--- config.mk ---
export PLATFORM = sky130hd
export DESIGN_NAME = regfile_write_port_flat
export DESIGN_NICKNAME = d
export VERILOG_FILES = /design/src/rtl/regfile_write_port_if.sv /design/src/rtl/regfile_write_port.sv /design/src/flat_wrapper.sv
export SDC_FILE = /design/constraint.sdc
export NUM_CORES = 1
export LEC_CHECK = 0
export ABC_AREA = 1
export BUFFER_PORTS_ARGS = -buffer_cell sky130_fd_sc_hd__buf_2
export CAP_MARGIN = 40
export CORE_AREA = 3 3 433 435
export CTS_CLUSTER_DIAMETER = 30
export DETAILED_ROUTE_END_ITERATION = 12
export DIE_AREA = 0 0 436 438
export GPL_ROUTABILITY_DRIVEN = 0
export HOLD_SLACK_MARGIN = 0.15
export MAX_ROUTING_LAYER = met4
export PLACE_DENSITY_LB_ADDON = 0.1
export SYNTH_ARGS = -nofsm -noshare
export SYNTH_HDL_FRONTEND = slang
export SYNTH_SLANG_ARGS = --single-unit
--- constraint.sdc ---
create_clock -name clock -period 4.9 [get_ports clock]
set_input_delay 1.47 -clock clock [delete_from_list [all_inputs] [get_ports clock]]
set_output_delay 1.47 -clock clock [all_outputs]
set_load 0.05 [all_outputs]
--- src/rtl/regfile_write_port_if.sv ---
// Write-request and read-out bundle for the 32 x 32-bit register file write port.
// Request side: a write is accepted at a rising edge where ctrl_writeEnable and write_ready are both 1;
// write_ready never depends combinationally on the request inputs.
interface regfile_write_port_if #(
  parameter int QDEPTH = 2
);
  logic                            ctrl_writeEnable;
  logic [4:0]                      ctrl_writeReg;
  logic [31:0]                     data_writeReg;
  logic                            ctrl_hold;
  logic                            write_ready;
  logic [1023:0]                   Q;
  logic [31:0]                     we_onehot;
  logic                            commit_valid;
  logic [$clog2(QDEPTH+1)-1:0]     pending_count;

  modport master (
    output ctrl_writeEnable, ctrl_writeReg, data_writeReg, ctrl_hold,
    input  write_ready, Q, we_onehot, commit_valid, pending_count
  );

  modport slave (
    input  ctrl_writeEnable, ctrl_writeReg, data_writeReg, ctrl_hold,
    output write_ready, Q, we_onehot, commit_valid, pending_count
  );
endinterface

--- src/rtl/regfile_write_port.sv ---
// Write side of a 32 x 32-bit register file: in-order pending-write queue feeding
// one commit per cycle, register 0 hardwired to zero, ctrl_hold freezes commits.
module regfile_write_port #(
  parameter int QDEPTH = 2
) (
  input logic               clock,
  input logic               ctrl_reset_n,
  regfile_write_port_if.slave wr
);
  localparam int CW = $clog2(QDEPTH + 1);
  localparam int PW = (QDEPTH > 1) ? $clog2(QDEPTH) : 1;

  logic [4:0]    q_idx  [QDEPTH];
  logic [31:0]   q_data [QDEPTH];
  logic [PW-1:0] head;
  logic [PW-1:0] tail;
  logic [CW-1:0] count;
  logic [31:0]   regs [1:31];

  logic          ready;
  logic          push;
  logic          pop;
  logic [1023:0] q_flat;

  function automatic logic [PW-1:0] next_ptr(input logic [PW-1:0] p);
    return (p == PW'(QDEPTH - 1)) ? '0 : p + PW'(1);
  endfunction

  // Ready looks only at occupancy, so a full queue refuses even while draining.
  assign ready = (count < CW'(QDEPTH));
  assign pop   = (count != '0) && !wr.ctrl_hold;
  assign push  = wr.ctrl_writeEnable && ready && (wr.ctrl_writeReg != 5'd0);

  assign wr.write_ready   = ready;
  assign wr.commit_valid  = pop;
  assign wr.pending_count = count;
  assign wr.we_onehot     = pop ? (32'd1 << q_idx[head]) : 32'd0;
  assign wr.Q             = q_flat;

  always_comb begin
    q_flat = '0;
    for (int i = 1; i < 32; i++) begin
      q_flat[32*i +: 32] = regs[i];
    end
  end

  always_ff @(posedge clock or negedge ctrl_reset_n) begin
    if (!ctrl_reset_n) begin
      head  <= '0;
      tail  <= '0;
      count <= '0;
      for (int i = 1; i < 32; i++) begin
        regs[i] <= '0;
      end
      for (int i = 0; i < QDEPTH; i++) begin
        q_idx[i]  <= '0;
        q_data[i] <= '0;
      end
    end else begin
      if (push) begin
        q_idx[tail]  <= wr.ctrl_writeReg;
        q_data[tail] <= wr.data_writeReg;
        tail         <= next_ptr(tail);
      end
      // Queued indices are never zero, so the head always targets regs[1..31].
      if (pop) begin
        regs[q_idx[head]] <= q_data[head];
        head              <= next_ptr(head);
      end
      case ({push, pop})
        2'b10:   count <= count + CW'(1);
        2'b01:   count <= count - CW'(1);
        default: count <= count;
      endcase
    end
  end
endmodule

--- src/flat_wrapper.sv ---
// flat-port wrapper written by rule: the top's interface ports become plain ports
module regfile_write_port_flat 
#(
  parameter int QDEPTH = 2
)
  (clock, ctrl_reset_n, wr_ctrl_writeEnable, wr_ctrl_writeReg, wr_data_writeReg, wr_ctrl_hold, wr_write_ready, wr_Q, wr_we_onehot, wr_commit_valid, wr_pending_count);
  regfile_write_port_if #(.QDEPTH(QDEPTH)) wr_i ();
  input logic clock;
  input logic ctrl_reset_n;
  input wire logic [$bits(wr_i.ctrl_writeEnable)-1:0] wr_ctrl_writeEnable;
  input wire logic [$bits(wr_i.ctrl_writeReg)-1:0] wr_ctrl_writeReg;
  input wire logic [$bits(wr_i.data_writeReg)-1:0] wr_data_writeReg;
  input wire logic [$bits(wr_i.ctrl_hold)-1:0] wr_ctrl_hold;
  output wire logic [$bits(wr_i.write_ready)-1:0] wr_write_ready;
  output wire logic [$bits(wr_i.Q)-1:0] wr_Q;
  output wire logic [$bits(wr_i.we_onehot)-1:0] wr_we_onehot;
  output wire logic [$bits(wr_i.commit_valid)-1:0] wr_commit_valid;
  output wire logic [$bits(wr_i.pending_count)-1:0] wr_pending_count;
  assign wr_i.ctrl_writeEnable = wr_ctrl_writeEnable;
  assign wr_i.ctrl_writeReg = wr_ctrl_writeReg;
  assign wr_i.data_writeReg = wr_data_writeReg;
  assign wr_i.ctrl_hold = wr_ctrl_hold;
  assign wr_write_ready = wr_i.write_ready;
  assign wr_Q = wr_i.Q;
  assign wr_we_onehot = wr_i.we_onehot;
  assign wr_commit_valid = wr_i.commit_valid;
  assign wr_pending_count = wr_i.pending_count;
  regfile_write_port #(.QDEPTH(QDEPTH)) u_core (.clock(clock), .ctrl_reset_n(ctrl_reset_n), .wr(wr_i));
endmodule
# Word-level counts from Yosys, hierarchy flattened
# Index checks and enable logic that the tools add are counted.
[totals] register_bits=1070 input_bits=41 out_inout_bits=1060 elab_cells=82
[classes] n_addsub=4 order_cmp=6 eq_ne=2 shift=1 n_mux=19 n_bitwise=3 n_reduce_logical=9
[op_table] cell="992-bit bitwise mux" count=1
[op_table] cell="32-bit 2-to-1 mux" count=6
[op_table] cell="32-bit demux with 5-bit select" count=1
[op_table] cell="64-bit bitwise mux" count=1
[op_table] cell="32-bit demux with 1-bit select" count=1
[op_table] cell="1-bit by 5-bit left shift with 32-bit output (first input constant)" count=1
[op_table] cell="5-bit 2-to-1 mux" count=4
[op_table] cell="10-bit bitwise mux" count=1
[op_table] cell="6-bit >= comparator (second input constant)" count=1
[op_table] cell="6-bit by 1-bit < comparator with 1-bit output (second input constant)" count=1
[op_table] cell="5-bit NOT with 6-bit output" count=1
[op_table] cell="5-bit demux with 1-bit select" count=1
[op_table] cell="1-bit logical AND" count=5
[op_table] cell="5-bit nonzero test" count=1
[op_table] cell="2-bit >= comparator (second input constant)" count=2
[op_table] cell="1-bit NOT with 2-bit output" count=2
[op_table] cell="2-bit one-hot mux with 2 select lines" count=1
[op_table] cell="2-bit nonzero test" count=2
[op_table] cell="1-bit adder (second input constant)" count=2
[op_table] cell="2-bit by 1-bit adder with 2-bit output (second input constant)" count=1
[op_table] cell="2-bit by 1-bit equality test with 1-bit output (second input constant)" count=1
[op_table] cell="2-bit equality test (second input constant)" count=1
[op_table] cell="2-bit by 1-bit < comparator with 1-bit output (second input constant)" count=1
[op_table] cell="2-bit < comparator (second input constant)" count=1
[op_table] cell="other kinds (3)" count=4

# Depth between registers and ports, before layout
[depth] word_depth=10 ltp_mapped=11 mapped_depth_nobuf=8

# Worst setup path after synthesis
# No wires, ideal clock.
[synth_path] path_kind="input to output" from="input wr_ctrl_hold" to="output wr_we_onehot[0]" t_arrival_ns=3.416 required_time_ns=3.430 slack_ns=0.014 path_stages=6 n_path_buf=1 cell_sequence="nor2_4 -> nand2_1 -> nor2_2 -> buf_2 -> inv_1 -> nor3_1"
[synth_between] elab_chain_len=3
[synth_lines] element="from (decl)" line="flat_wrapper.sv:13" text="input wire logic [$bits(wr_i.ctrl_hold)-1:0] wr_ctrl_hold;"
[synth_lines] element="1-bit zero test" line="regfile_write_port.sv:31" text="assign pop = (count != '0) && !wr.ctrl_hold;"
[synth_lines] element="1-bit logical AND" line="regfile_write_port.sv:31"
[synth_lines] element="32-bit 2-to-1 mux" line="regfile_write_port.sv:37" text="assign wr.we_onehot = pop ? (32'd1 << q_idx[head]) : 32'd0;"
[synth_lines] element="to (decl)" line="flat_wrapper.sv:16" text="output wire logic [$bits(wr_i.we_onehot)-1:0] wr_we_onehot;"
# No other way between the ends.

# Final worst setup path
[layout_path] from="register u_core.head" to="output wr_we_onehot[25]"
[layout_between] elab_chain_len=6
[layout_lines] element="from (decl)" line="regfile_write_port.sv:15" text="logic [PW-1:0] head;"
[layout_lines] element="from (signal assigned)" line="regfile_write_port.sv:68" text="head <= next_ptr(head);"
[layout_lines] element="1-bit NOT with 2-bit output (implied by the code)" line="regfile_write_port.sv:37"
[layout_lines] element="5-bit 2-to-1 mux (implied by the code) (3 in series)" line="regfile_write_port.sv:37"
[layout_lines] element="1-bit by 5-bit left shift with 32-bit output" line="regfile_write_port.sv:37"
[layout_lines] element="32-bit 2-to-1 mux" line="regfile_write_port.sv:37"
# No other way between the ends. The select of a mux whose other input is x is not followed.

==> results.json <==
{
  "status": "completed",
  "synthTopCellsByArea": "dfrtp_1 (62%), nand2_1 (19%), nand3_1 (12%)",
  "final_hold_viol_count": 0,
  "syn_to_final_growth_pct": 46.4,
  "cts-root-buf": "clkbuf_16",
  "synth_area_mm2": 0.0432,
  "cap_violations": 0,
  "drtIter0Drc": 3506,
  "cts_htree_levels": 5,
  "synth-main-ff-cell": "dfrtp_1",
  "num-fill-cells": 19264,
  "cts_sinks": 1070,
  "start_util_pct": 23.5,
  "worst_slew_pin_slew_ns": 0.871,
  "setup_viol": 0,
  "via_per_inst": 4.62,
  "yosysWarnings": 0,
  "num_vias": 40733,
  "setup.worst_path.start_class": "flop",
  "gr-usage-met3_pct": 6.13,
  "cp-end-kind": "output port",
  "setup_tns_ns": 0,
  "crit_fanout": 16,
  "timing.fmax_mhz": 215,
  "grt_pass1_vias": 40715,
  "final_layout_size_suffix_gt1_share_pct": 28.9,
  "row_count": 157,
  "cts_setup_buffers": 3,
  "ys_ff_latch": 1070,
  "die_area_mm2": 0.191,
  "ios": 1101,
  "synth.most_common_cell": "nand2_1",
  "ys_seq_area_share_pct": 62.0,
  "yosysUniqueCellTypes": 23,
  "ant_nets": 0,
  "ir_drop_v": 0.000449,
  "reg2reg_slack_ns": 1.60,
  "synth_common_cells": "nand2_1 (2216), dfrtp_1 (1070), nand3_1 (994)",
  "crit_required_ns": 3.43,
  "cts-resized-gates": 0,
  "final_nets": 6134,
  "port_buffers": 1068,
  "fin_ws_ns": 0.239,
  "synth_top_area_cell": "dfrtp_1",
  "period_needed_ns": 4.66,
  "grt_max_degree": 125,
  "gr-usage-met1_pct": 30.6,
  "die_y_um": 438,
  "wl_mm": 247,
  "gr-total-overflow": 0,
  "synth-edff-count": 0,
  "leakagePower_nw": 36.5,
  "clock_latency_ns": 0.93,
  "top_usage_layer": "met2",
  "dp_hpwl_mm": 164,
  "max_slew_margin_pct": 41.9,
  "skew_ns": 0.0727,
  "power.density_mw_per_mm2": 973,
  "clkTransAtPathRegs_ns": 0.04,
  "async_flop_share_pct": 100,
  "dp_slack_ns": 0.355,
  "avgRoutedWirePerCell_um": 28.0,
  "rsz0062_at_grt": "no",
  "arrival_ns": 3.19,
  "core_area_mm2": 0.183,
  "drv_slew": 0,
  "synth_cells": 4930,
  "drc": 0,
  "first_pass_iters": 5,
  "grt.total_usage_pct": 25.9,
  "netlist.area_leader.share_pct": 62.0,
  "grt_pass1_wl_mm": 341,
  "syn_area_per_cell_um2": 8.76,
  "cts_tree": "built",
  "min_period_over_period_pct": 95.1,
  "critPathKind": "reg2out",
  "cts.path.max_buffers": 4,
  "min_path_type": "reg2reg",
  "grt_antenna_before_repair": 18,
  "die_w_um": 436,
  "cts_hold_buf": 0,
  "numCtsBuffers": 350,
  "use_met2_pct": 41.4
}
==> state kept, by name, summed over array words and instances (netlist names) <==
name	cells
u_core.wr.Q	992
u_core.tail	1
u_core.q_idx	10
u_core.q_data	64
u_core.head	1
u_core.wr.pending_count	2
==> where the power goes <==
| part | switching (mW) | internal [mW] | leakage [nW] |
|---|---|---|---|
| registers | 1.75 | 11.7 | 14.5 |
| clock network | 6.15 | 15.5 | 5.69 |
| logic | 22.0 | 4.40 | 16.3 |
==> per-stage QoR <==
stage | utilization, % | cells | hold WS (ns) | total power, mW | cell area, µm²
after floorplan | - | 4961 | 0.453 | 28.7 | 43300
after global placement | 27.8 | 8174 | 0.448 | 39.4 | 51100
after detailed placement | 28.2 | 8201 | 0.453 | 40.2 | 51700
after CTS | 34.5 | 8813 | 0.462 | 62.2 | 63200
after global routing | 34.5 | 8819 | 0.473 | 63.8 | 63200
final | 34.5 | 8823 | 0.458 | 61.5 | 63200
==> critical path, cell delays in order (launching register included) <==
cell     delay, ns
dfrtp_1       0.66
inv_4         0.20
nand2_1       0.12
o21ai_2       0.16
nor2_4        0.59
nand2_1       0.16
inv_1         0.08
buf_2         0.26
==> placed cells by master (no fill, tap or decap), drive strengths merged <==
master / instances
nand3: 994
inv: 85
buf: 1245
diode: 10
bufinv: 24
o21ai: 79
nor2: 16
clkbuf: 512
xor2: 2
dfrtp: 1070
nand4: 1
conb: 32
clkinvlp: 3
clkinv: 66
a21oi: 1
nor3: 1
nand2: 2216
xnor2: 1
ha: 1
==> final cells by class <==
type | count | area, µm² | share of cell area [%]
multi-input combinational | 3344 | 14200 | 22.5
inverter | 81 | 307 | 0.485
clock buffer | 512 | 10300 | 16.3
tap | 2464 | 3080 | 4.88
timing repair buffer | 1245 | 7350 | 11.6
clock inverter | 97 | 1160 | 1.84
antenna | 10 | 25.0 | 0.0396
sequential | 1070 | 26800 | 42.3
==> cells by family (layout without fill, tap and decap cells) <==
logic type	Yosys count	in the layout	synth area share (%)
simple gates	3228	3228	31.1
flops	1070	1070	62.0
buf+inv	547	1935	5.86
compound gates	80	80	0.945
xor+xnor	3	3	0.0609
fa+ha+maj	1	1	0.0290
other cells	1	42	0.00868
==> path summary, 6_finish.rpt <==
path,startpoint,to,depth (start not counted)
max reg2reg,u_core.head,u_core.wr.Q[218],9
max in group asynchronous,ctrl_reset_n,u_core.wr.Q[655],2
min,u_core.wr.Q[341],u_core.wr.Q[341],2
max,u_core.head,wr_we_onehot[25],7
min reg2reg,u_core.wr.Q[341],u_core.wr.Q[341],2
min in group asynchronous,ctrl_reset_n,u_core.wr.Q[678],1
==> metal layers <==
metal	share of wire, %	routed length (µm)
met5	0	0
met4	5.6	13800
met3	6.7	16600
met2	48	118000
met1	40	98500
Note: power is estimated with default switching activity, not from simulation.
